[src/rtl/retire_mon_pkg.sv]
// Shared types for the retirement trace monitor: the compact trace record,
// the monitor state encoding and the bit positions inside err_flags.
package retire_mon_pkg;

  // Field order fixes the out_data layout; pc_rdata lands in bits [31:0].
  typedef struct packed {
    logic        trap;
    logic [31:0] rd_wdata;
    logic [4:0]  rd_addr;
    logic [31:0] insn;
    logic [31:0] pc_rdata;
  } trace_rec_t;

  typedef enum logic [1:0] {
    IDLE   = 2'd0,
    RUN    = 2'd1,
    HALTED = 2'd2
  } mon_state_e;

  localparam int ERR_ORDER      = 0;
  localparam int ERR_X0         = 1;
  localparam int ERR_MISALIGN   = 2;
  localparam int ERR_PC_CONT    = 3;
  localparam int ERR_AFTER_HALT = 4;
  localparam int ERR_W          = 5;

  localparam int REC_W = $bits(trace_rec_t);

endpackage

[src/rtl/retire_trace_monitor_fifo.sv]
// trace_fifo: synchronous FIFO without bypass. A push into a full FIFO is
// accepted when a pop happens in the same cycle; push_ok reports acceptance.
module trace_fifo #(
  parameter  int DEPTH = 16,
  parameter  int WIDTH = 102,
  localparam int AW    = $clog2(DEPTH),
  localparam int LW    = AW + 1
) (
  input  logic             clk,
  input  logic             rst,
  input  logic             push,
  input  logic [WIDTH-1:0] push_data,
  input  logic             pop,
  output logic             push_ok,
  output logic             full,
  output logic             empty,
  output logic [WIDTH-1:0] head,
  output logic [LW-1:0]    level
);

  logic [WIDTH-1:0] mem [DEPTH];
  logic [AW-1:0]    wr_ptr;
  logic [AW-1:0]    rd_ptr;
  logic             pop_fire;

  assign full     = (level == LW'(DEPTH));
  assign empty    = (level == '0);
  assign pop_fire = pop && !empty;
  assign push_ok  = push && (!full || pop_fire);
  assign head     = mem[rd_ptr];

  // Storage write port.
  // NOTE: the data array is deliberately not reset; level gates every read, so
  // stale contents are never observed and the array can map onto plain RAM.
  always_ff @(posedge clk) begin
    if (push_ok) mem[wr_ptr] <= push_data;
  end

  // Pointers wrap naturally at DEPTH (power of two); level tells full from empty.
  // NOTE: state registers use non-blocking assignments so every flop samples
  // pre-edge values, independent of statement order across blocks.
  always_ff @(posedge clk) begin
    if (rst) begin
      wr_ptr <= '0;
      rd_ptr <= '0;
      level  <= '0;
    end else begin
      if (push_ok)  wr_ptr <= wr_ptr + 1'b1;
      if (pop_fire) rd_ptr <= rd_ptr + 1'b1;
      case ({push_ok, pop_fire})
        2'b10:   level <= level + 1'b1;
        2'b01:   level <= level - 1'b1;
        default: level <= level;
      endcase
    end
  end

endmodule

[src/rtl/retire_trace_monitor.sv]
// retire_trace_monitor: checks RVFI retirement records against architectural
// invariants, keeps sticky error flags and buffers compact trace records.
// Optional macro RETIRE_MON_PC_CHECK_EN enables the PC continuity check
// (err_flags[3]); without it that flag is tied 0 and no PC history is kept.
module retire_trace_monitor
  import retire_mon_pkg::*;
#(
  parameter int DEPTH = 16,
  parameter int CNT_W = 16
) (
  input  logic                     clk,
  input  logic                     rst,
  input  logic                     rvfi_valid,
  input  logic [63:0]              rvfi_order,
  input  logic [31:0]              rvfi_insn,
  input  logic                     rvfi_trap,
  input  logic                     rvfi_halt,
  input  logic [4:0]               rvfi_rd_addr,
  input  logic [31:0]              rvfi_rd_wdata,
  input  logic [31:0]              rvfi_pc_rdata,
  input  logic [31:0]              rvfi_pc_wdata,
  output logic                     out_valid,
  input  logic                     out_ready,
  output logic [REC_W-1:0]         out_data,
  output logic [$clog2(DEPTH):0]   level,
  output logic [CNT_W-1:0]         drop_cnt,
  output logic [CNT_W-1:0]         retire_cnt,
  output logic [ERR_W-1:0]         err_flags,
  output logic [63:0]              err_order,
  input  logic                     clr_err,
  output logic                     halted
);

  mon_state_e       state_q, state_d;
  logic             taken;
  logic             push_ok;
  logic             fifo_full;
  logic             fifo_empty;
  logic [63:0]      expected_order;
  logic [ERR_W-1:0] new_err;
  trace_rec_t       rec;

  assign taken     = rvfi_valid && (state_q != HALTED);
  assign halted    = (state_q == HALTED);
  assign out_valid = !fifo_empty;

  assign rec = '{trap:     rvfi_trap,
                 rd_wdata: rvfi_rd_wdata,
                 rd_addr:  rvfi_rd_addr,
                 insn:     rvfi_insn,
                 pc_rdata: rvfi_pc_rdata};

  trace_fifo #(.DEPTH(DEPTH), .WIDTH(REC_W)) u_fifo (
    .clk       (clk),
    .rst       (rst),
    .push      (taken),
    .push_data (rec),
    .pop       (out_ready),
    .push_ok   (push_ok),
    .full      (fifo_full),
    .empty     (fifo_empty),
    .head      (out_data),
    .level     (level)
  );

  // State register.
  always_ff @(posedge clk) begin
    if (rst) state_q <= IDLE;
    else     state_q <= state_d;
  end

  // Next state: any taken record leaves IDLE; a halting record ends the trace.
  // NOTE: every combinational output gets a default first so no path leaves
  // it unassigned, which would otherwise infer a latch.
  always_comb begin
    state_d = state_q;
    case (state_q)
      IDLE, RUN: if (taken) state_d = rvfi_halt ? HALTED : RUN;
      default:   state_d = HALTED;
    endcase
  end

  // Sequence tracking: first record seeds, later ones advance by one.
  always_ff @(posedge clk) begin
    if (rst)                             expected_order <= '0;
    else if (taken && state_q == IDLE)   expected_order <= rvfi_order + 64'd1;
    else if (taken)                      expected_order <= expected_order + 64'd1;
  end

`ifdef RETIRE_MON_PC_CHECK_EN
  logic [31:0] prev_pc_wdata;

  // Next-PC history for the continuity check.
  always_ff @(posedge clk) begin
    if (rst)        prev_pc_wdata <= '0;
    else if (taken) prev_pc_wdata <= rvfi_pc_wdata;
  end
`endif

  // Invariant checks on the record presented this cycle.
  always_comb begin
    new_err = '0;
    if (taken) begin
      if (state_q == RUN && rvfi_order != expected_order) new_err[ERR_ORDER]    = 1'b1;
      if (rvfi_rd_addr == 5'd0 && rvfi_rd_wdata != '0)    new_err[ERR_X0]       = 1'b1;
      if (rvfi_pc_wdata[1:0] != 2'b00 && !rvfi_trap)      new_err[ERR_MISALIGN] = 1'b1;
`ifdef RETIRE_MON_PC_CHECK_EN
      if (state_q == RUN && rvfi_pc_rdata != prev_pc_wdata) new_err[ERR_PC_CONT] = 1'b1;
`endif
    end
    if (rvfi_valid && state_q == HALTED) new_err[ERR_AFTER_HALT] = 1'b1;
  end

  // Sticky flags; err_order latches only the first error; clear wins.
  always_ff @(posedge clk) begin
    if (rst || clr_err) begin
      err_flags <= '0;
      err_order <= '0;
    end else if (new_err != '0) begin
      if (err_flags == '0) err_order <= rvfi_order;
      err_flags <= err_flags | new_err;
    end
  end

  // Saturating retire and drop counters.
  always_ff @(posedge clk) begin
    if (rst) begin
      retire_cnt <= '0;
      drop_cnt   <= '0;
    end else begin
      if (taken && retire_cnt != '1)             retire_cnt <= retire_cnt + 1'b1;
      if (taken && !push_ok && drop_cnt != '1)   drop_cnt   <= drop_cnt + 1'b1;
    end
  end

endmodule

[config.mk]
export PLATFORM = sky130hd
export DESIGN_NAME = retire_trace_monitor
export DESIGN_NICKNAME = d
export VERILOG_FILES = /design/src/rtl/retire_mon_pkg.sv /design/src/rtl/retire_trace_monitor_fifo.sv /design/src/rtl/retire_trace_monitor.sv
export SDC_FILE = /design/constraint.sdc
export NUM_CORES = 2
export LEC_CHECK = 0
export BUFFER_PORTS_ARGS = -buffer_cell sky130_fd_sc_hd__buf_4
export CAP_MARGIN = 25
export CORE_MARGIN = 5
export CORE_UTILIZATION = 45
export CTS_CLUSTER_SIZE = 30
export DETAILED_ROUTE_END_ITERATION = 16
export GPL_TIMING_DRIVEN = 0
export SLEW_MARGIN = 10
export SYNTH_ARGS = -nofsm -noshare
export SYNTH_HDL_FRONTEND = slang
export SYNTH_SLANG_ARGS = --single-unit
[constraint.sdc]
create_clock -name clk -period 23.7 [get_ports clk]
set_input_delay 2.37 -clock clk [delete_from_list [all_inputs] [get_ports clk]]
set_output_delay 2.37 -clock clk [all_outputs]
set_load 0.02 [all_outputs]
Word level (Yosys, flattened, before mapping)
Memories as Yosys holds them, arrays and structs flattened. A register that Yosys moved wholly into a read port is not among the register bits.
Cells that the tools add are included.
Widths: inputs -> output; s select.
{"block": "classes", "eq_ne": 10, "n_reduce_logical": 29, "bitwise": 2, "addsub": 8, "mux": 15}
{"op": "$add 64x1->64 const B", "count": 2}
{"op": "$mux 64", "count": 2}
{"op": "$ne 64x64->1", "count": 1}
{"op": "$add 16x1->16 const B", "count": 2}
{"op": "$ne 16x16->1 const B", "count": 2}
{"op": "$reduce_bool 32->1", "count": 1}
{"op": "$logic_not 5->1", "count": 3}
{"op": "$logic_and 1x1->1", "count": 11}
{"op": "$pmux 5 s2", "count": 1}
{"op": "$add 4x1->4 const B", "count": 2}
{"op": "$mux 4", "count": 2}
{"op": "$mux 1", "count": 6}
{"op": "$mux 2", "count": 3}
{"op": "$reduce_bool 2->1", "count": 3}
{"op": "$add 5x1->5 const B", "count": 1}
{"op": "$eq 5x5->1 const B", "count": 1}
{"op": "$or 5x5->5", "count": 1}
{"op": "$reduce_bool 5->1", "count": 1}
{"op": "$sub 5x1->5 const B", "count": 1}
{"op": "$eq 2x1->1 const B", "count": 2}
{"op": "$eq 2x2->1 const B", "count": 2}
{"op": "$logic_not 1->1", "count": 4}
{"op": "$ne 2x2->1 const B", "count": 2}
{"op": "$reduce_or 2->1", "count": 2}
{"op": "other kinds (5)", "count": 6}
{"block": "totals", "mem_count": 1, "output_inout_bits": 210, "wordCells": 75, "ram_bits": 1632, "ff_bits": 180, "inputBits": 204}
{"name": "u_fifo.mem", "words": 16, "width": 102, "read_ports": 1, "rd_clocked_by_memory_dff": 1, "wr": 1, "line": "retire_trace_monitor_fifo.sv:21", "rtl": "logic [WIDTH-1:0] mem [DEPTH];"}

Longest topological paths before layout
{"block": "depth", "word_depth": 8, "mapped_depth": 19, "depth_no_buf": 11}

By module
A second synthesis with hierarchy kept.
{"block": "unflattened", "cells_unflattened": 4113, "hier_area_um2": 72708.5}
{"mod": "trace_fifo", "area_per_inst_um2": 61824.3, "seq_area_each_um2": 49347.3, "instances": 1, "cells_each": 2615}
{"mod": "retire_trace_monitor", "area_per_inst_um2": 10884.2, "seq_area_each_um2": 3323.2, "instances": 1, "cells_each": 1498}

Least setup slack after synthesis
OpenSTA, ideal clock, no wires.
{"block": "synth_path", "path_type": "input-to-reg", "from": "in rvfi_valid", "to": "mem u_fifo.mem[3][0], enable pin", "path_stages": 6, "required_time_ns": 23.013, "arrival_ns": 10.365, "setup_slack_ns": 12.647, "setup_time_ns": 0.687, "n_path_buf": 2, "path_cell_list": "clkbuf_1 -> nand2b_1 -> clkbuf_1 -> nor2_1 -> nand2_1 -> nor3_1"}
{"block": "synth_between", "elab_chain_cells": 4}
{"item": "start, declared", "line": "retire_trace_monitor.sv:13", "rtl": "input logic rvfi_valid,"}
{"item": "$logic_and 1x1->1", "line": "retire_trace_monitor.sv:43", "rtl": "assign taken = rvfi_valid && (state_q != HALTED);"}
{"item": "$logic_and 1x1->1", "line": "retire_trace_monitor_fifo.sv:29", "rtl": "assign push_ok = push && (!full || pop_fire);"}
{"item": "$mux 1", "line": "retire_trace_monitor_fifo.sv:36", "rtl": "if (push_ok) mem[wr_ptr] <= push_data;"}
{"item": "$mux 1 (implied by the code)", "line": "retire_trace_monitor_fifo.sv:36"}
{"item": "end, declared", "line": "retire_trace_monitor_fifo.sv:21"}
No other way between the ends.

Worst setup path in the final report
{"block": "layout_path", "from": "in rvfi_valid", "to": "reg expected_order[58]"}
{"block": "layout_between", "elab_chain_cells": 3, "elab_cells_between_ends": 4, "cone_classes": "mux: 1; reduce/logical: 3"}
{"item": "$logic_and 1x1->1 *", "line": "retire_trace_monitor.sv:43"}
{"item": "$logic_and 1x1->1", "line": "retire_trace_monitor.sv:86", "rtl": "else if (taken && state_q == IDLE) expected_order <= rvfi_order + 64'd1;"}
{"item": "$mux 64 or $reduce_bool 2->1 (tied branches)"}
{"item": "end signal, assigned", "line": "retire_trace_monitor.sv:86"}
{"item": "end signal, assigned", "line": "retire_trace_monitor.sv:87", "rtl": "else if (taken) expected_order <= expected_order + 64'd1;"}
{"item": "end, declared", "line": "retire_trace_monitor.sv:39", "rtl": "logic [63:0] expected_order;"}
Mark *: on every way between the ends. The rest lies on a longest branch, timed or not.
A chain may end at the register's enable or synchronous reset.

==> metrics.log <==
[metrics] Synth area leader: edfxtp_1
[metrics] total of endpoints with negative setup slack in the final report: 0
[metrics] Final HPWL DP: 148.6 mm
[metrics] maximum clock frequency: 100.3 MHz
[metrics] HP Class: flip-flop to flip-flop
[metrics] gr usage total: 0.2545
[metrics] fraction of the mapped netlist area in simple logic gates: 0.04575
[metrics] clock network fraction of design power: 0.340
[metrics] setup skew after layout: approximately 43 ps
[metrics] RePlAce Congestion: roughly 0.99
[metrics] share of layout cells above drive strength 1: 0.2917
[metrics] most frequent CP cell: clkbuf_1
[metrics] overall via count from detail_route: 42,040
[metrics] post-synthesis register bit count: about 1,800
[metrics] total core area: 0.1608 mm²
[metrics] power per unit of standard cell area: between 90 and 100 mW/mm²
[metrics] # resized after CTS: 0
[metrics] H-Tree Level Count: 4
[metrics] vias per cell: 6.039
[metrics] total overflow reported by the global router: 0
[metrics] PortBufs: between 300 and 400
[metrics] boundary pin count: about 410
[metrics] netlist area before placement: 0.07278 mm²
[metrics] number of warnings printed during yosys synthesis: 0
[metrics] Synth cell types: 75
[metrics] worst voltage drop across the vdd grid: approximately 0.086 mV
[metrics] number of nets with antenna violations after routing: 0
[metrics] postcts setup bufs: 0
[metrics] synthesized net count: 4,097
[metrics] highest cell delay on the worst timing path: between 900 and 1000 ps
[metrics] most area-consuming cells after synthesis: edfxtp_1 67%, mux4_2 16%, dfxtp_1 5.0%
[metrics] combinational family with the most area after synthesis: multiplexers
[metrics] Clock Sinks: 1,815
[metrics] std cell rows: about 150
[metrics] worst-path fanout max: 10
[metrics] portion of synthesized cell area occupied by the leading cell type: 0.6734
[metrics] post-synthesis share of cell area spent on full adders, half adders and majority gates: 0.002166
[metrics] Longest Clk Path Bufs: 3
[metrics] hold buffer count at CTS: 0
[metrics] maximum capacitance violations: 0
[metrics] multiplexer share of the synthesized area: 0.1646
[metrics] number of standard cells after synthesis: 3,881
[metrics] Post-Syn Area per Cell: 18.75 µm²
[metrics] depth of the worst hold-timing path: 2
[metrics] required time at the worst-slack endpoint: approximately 24,000 ps
[metrics] sequential share of power: 0.429
[metrics] run status: completed
[metrics] clock-pin slew on the worst setup and hold paths: 60 ps
[metrics] Worst Tran Pin Value: 1193 ps
[metrics] cell at the slowest stage of the critical path: nor4_1
[metrics] net load switching power: 2.303 mW
[metrics] horizontal die dimension: a little over 400 µm
[metrics] clock latency on the worst-skew pair: 800 ps
[metrics] compound-gate portion of the synthesized area: 0.03638
[metrics] remaining routing DRC violations: 0
[metrics] DRT iter0 DRCs: between 4,000 and 5,000
[metrics] TritonCTS clock tree: built
[metrics] register area share after synthesis: 0.7237
[metrics] combinational cell fraction of total power: 0.231
[metrics] cell count of the worst reg-to-reg path: 18
[metrics] Buf/Inv on CP: 8
[metrics] clock buffers created by TritonCTS: 187
[metrics] pin count of the biggest net entering global routing: 21
[metrics] final period demand of the worst path: 9975 ps
[metrics] routed len/inst: about 31 µm
[metrics] share of the clock period used by the worst path: 0.4209
[metrics] total number of nets in the final design: 4,848
[metrics] leakage: 27.70 nW
[metrics] sum of negative setup slack: 0 ps
[metrics] first-pass GRT wire length: 309.8 mm
[metrics] clock tree root buffer cell: clkbuf_16
[metrics] number of antenna violations at the first check in global routing: 20
[metrics] internal power: 6.051 mW
[metrics] final hold violations: 0
[metrics] data arrival time of the critical path: 10,680 ps
[metrics] Total Routed Length: 218.2 mm
[metrics] xor-xnor portion of the synthesized cell area: 0.01203
[metrics] nature of the critical path startpoint: input port
[metrics] post-synthesis to final-layout area growth: 20.03%
[metrics] setup repair after global routing missed its margin: no
[metrics] Post-synth EDFFs: 1,632
[metrics] most instantiated flip-flop cell in the synthesis netlist: edfxtp_1
[metrics] element type at the critical path end: flip-flop
[metrics] first-pass iteration count of the detailed router: 8
[metrics] max-slew headroom at the worst pin: 0.2049
[metrics] number of global-route vias before repair: 42,760
[metrics] floorplan die height: approximately 410 µm
[metrics] share of flip-flops with an asynchronous set or reset after synthesis: 0
[metrics] switching portion of total power: 0.2757
[metrics] ordered cell list for the critical path: buf_4 -> or3b_1 -> buf_2 -> buf_2 -> buf_1 -> clkbuf_1 -> clkbuf_1 -> clkbuf_1 -> clkbuf_1 -> nand2_1 -> nand2_1 -> ha_1 -> nand4_1 -> or4_1 -> a22oi_1 -> nand3_1 -> nor4_1 -> mux2i_1 -> a211oi_1
[metrics] crit path kind: input port to flip-flop
[metrics] die area: 0.1699 mm²
[metrics] initial standard-cell utilization of the core: 0.4527
[metrics] Worst path depth: 19
[metrics] final core utilization: 0.5434
[metrics] family with the most delay on the worst path: buffers and inverters
[metrics] final max-slew violation count: 0
-- cell usage after synthesis, types with 21 or more instances --
library cell     n
a21oi_1        143
a31oi_1         21
and3_1          24
buf_1           51
clkbuf_1       213
dfxtp_1        183
edfxtp_1      1632
mux2i_1         37
mux4_2         510
nand2_1        158
nand3_1        132
nand4_1         59
nor2_1         140
nor3_1          24
nor4_1          38
o21ai_0        138
xor2_1          85
-- per-layer routing --
metal	vias up	wire [µm]	global-route usage
met1	22250	86640	0.3429
met3	393	17730	0.05524
met5	-	124	0
met2	1879	106300	0.4140
met4	12	7447	0.08869
li1	17510	-	-
-- final cells by class --
| type | count | area [µm²] |
|---|---|---|
| fill | 12770 | 73400 |
| sequential | 1815 | 52670 |
| multi-input combinational | 1774 | 19130 |
| timing repair buffer | 562 | 5792 |
| clock buffer | 236 | 4986 |
| tap | 2160 | 2703 |
| buffer | 274 | 1055 |
| clock inverter | 110 | 919.6 |
| inverter | 18 | 67.56 |
| antenna | 13 | 32.53 |
-- through the flow --
step	worst slack, ps	area (µm²)	instances	total power [mW]	hold WS (ps)
6_report	13730	87350	6962	8.354	476.8
5_1_grt	13840	87330	6953	8.646	500.4
4_1_cts	14250	87230	6941	8.415	479.4
3_5_place_dp	13420	81330	6595	5.592	469.2
3_3_place_gp	1277	78190	6402	5.497	463.8
2_1_floorplan	12650	72780	3881	4.791	459.1
-- registers in the layout, indices dropped and copies added, names as in the netlist, named ones only --
signal / count
retire_cnt: 16
u_fifo.mem: 1632
state_q: 2
u_fifo.level: 5
u_fifo.wr_ptr: 4
expected_order: 64
err_flags: 4
u_fifo.rd_ptr: 4
drop_cnt: 16
err_order: 64
-- path summary, 6_finish.rpt --
path / start / endpoint / slack (ps)
min reg2reg: err_order[3] / err_order[3] / 480
max reg2reg: state_q[1] / expected_order[58] / 15050
min: err_order[3] / err_order[3] / 480
max: rvfi_valid / expected_order[58] / 13730
-- cells by family (layout without fill, tap and decap cells) --
family,count (synthesis),count (layout)
other cells,1,14
simple gates,666,666
fa+ha+maj,12,12
buf+inv,292,1200
xor+xnor,100,100
compound gates,437,437
flops,1815,1815
mux,558,558
-- tightest hold or removal path: cells and delay by family, from the launching register on --
family	cells	cell delay (ps)
flip-flops	1	300
AO/OA/AOI/OAI	2	120
-- power by group through the flow --
stage               combinational (mW)  clock, mW  sequential [mW]
global placement                  1.81          0             3.68
detailed placement                1.94          0             3.65
floorplan                         1.12          0             3.67
CTS                               1.95       2.89             3.58
finish                            1.93       2.84             3.58
global route                      2.04       3.02             3.59
-- placed cells by master (no fill, tap or decap), drive strengths merged, types with 27 or more instances in the layout --
cell	n
inv	27
nand3	132
o21ai	138
edfxtp	1632
mux2i	37
nor2	140
dfxtp	183
xor2	85
a21oi	143
nand2	159
nand4	59
clkinv	89
buf	622
nor4	39
clkbuf	450
mux4	510
(Power assumes the default switching activity.)
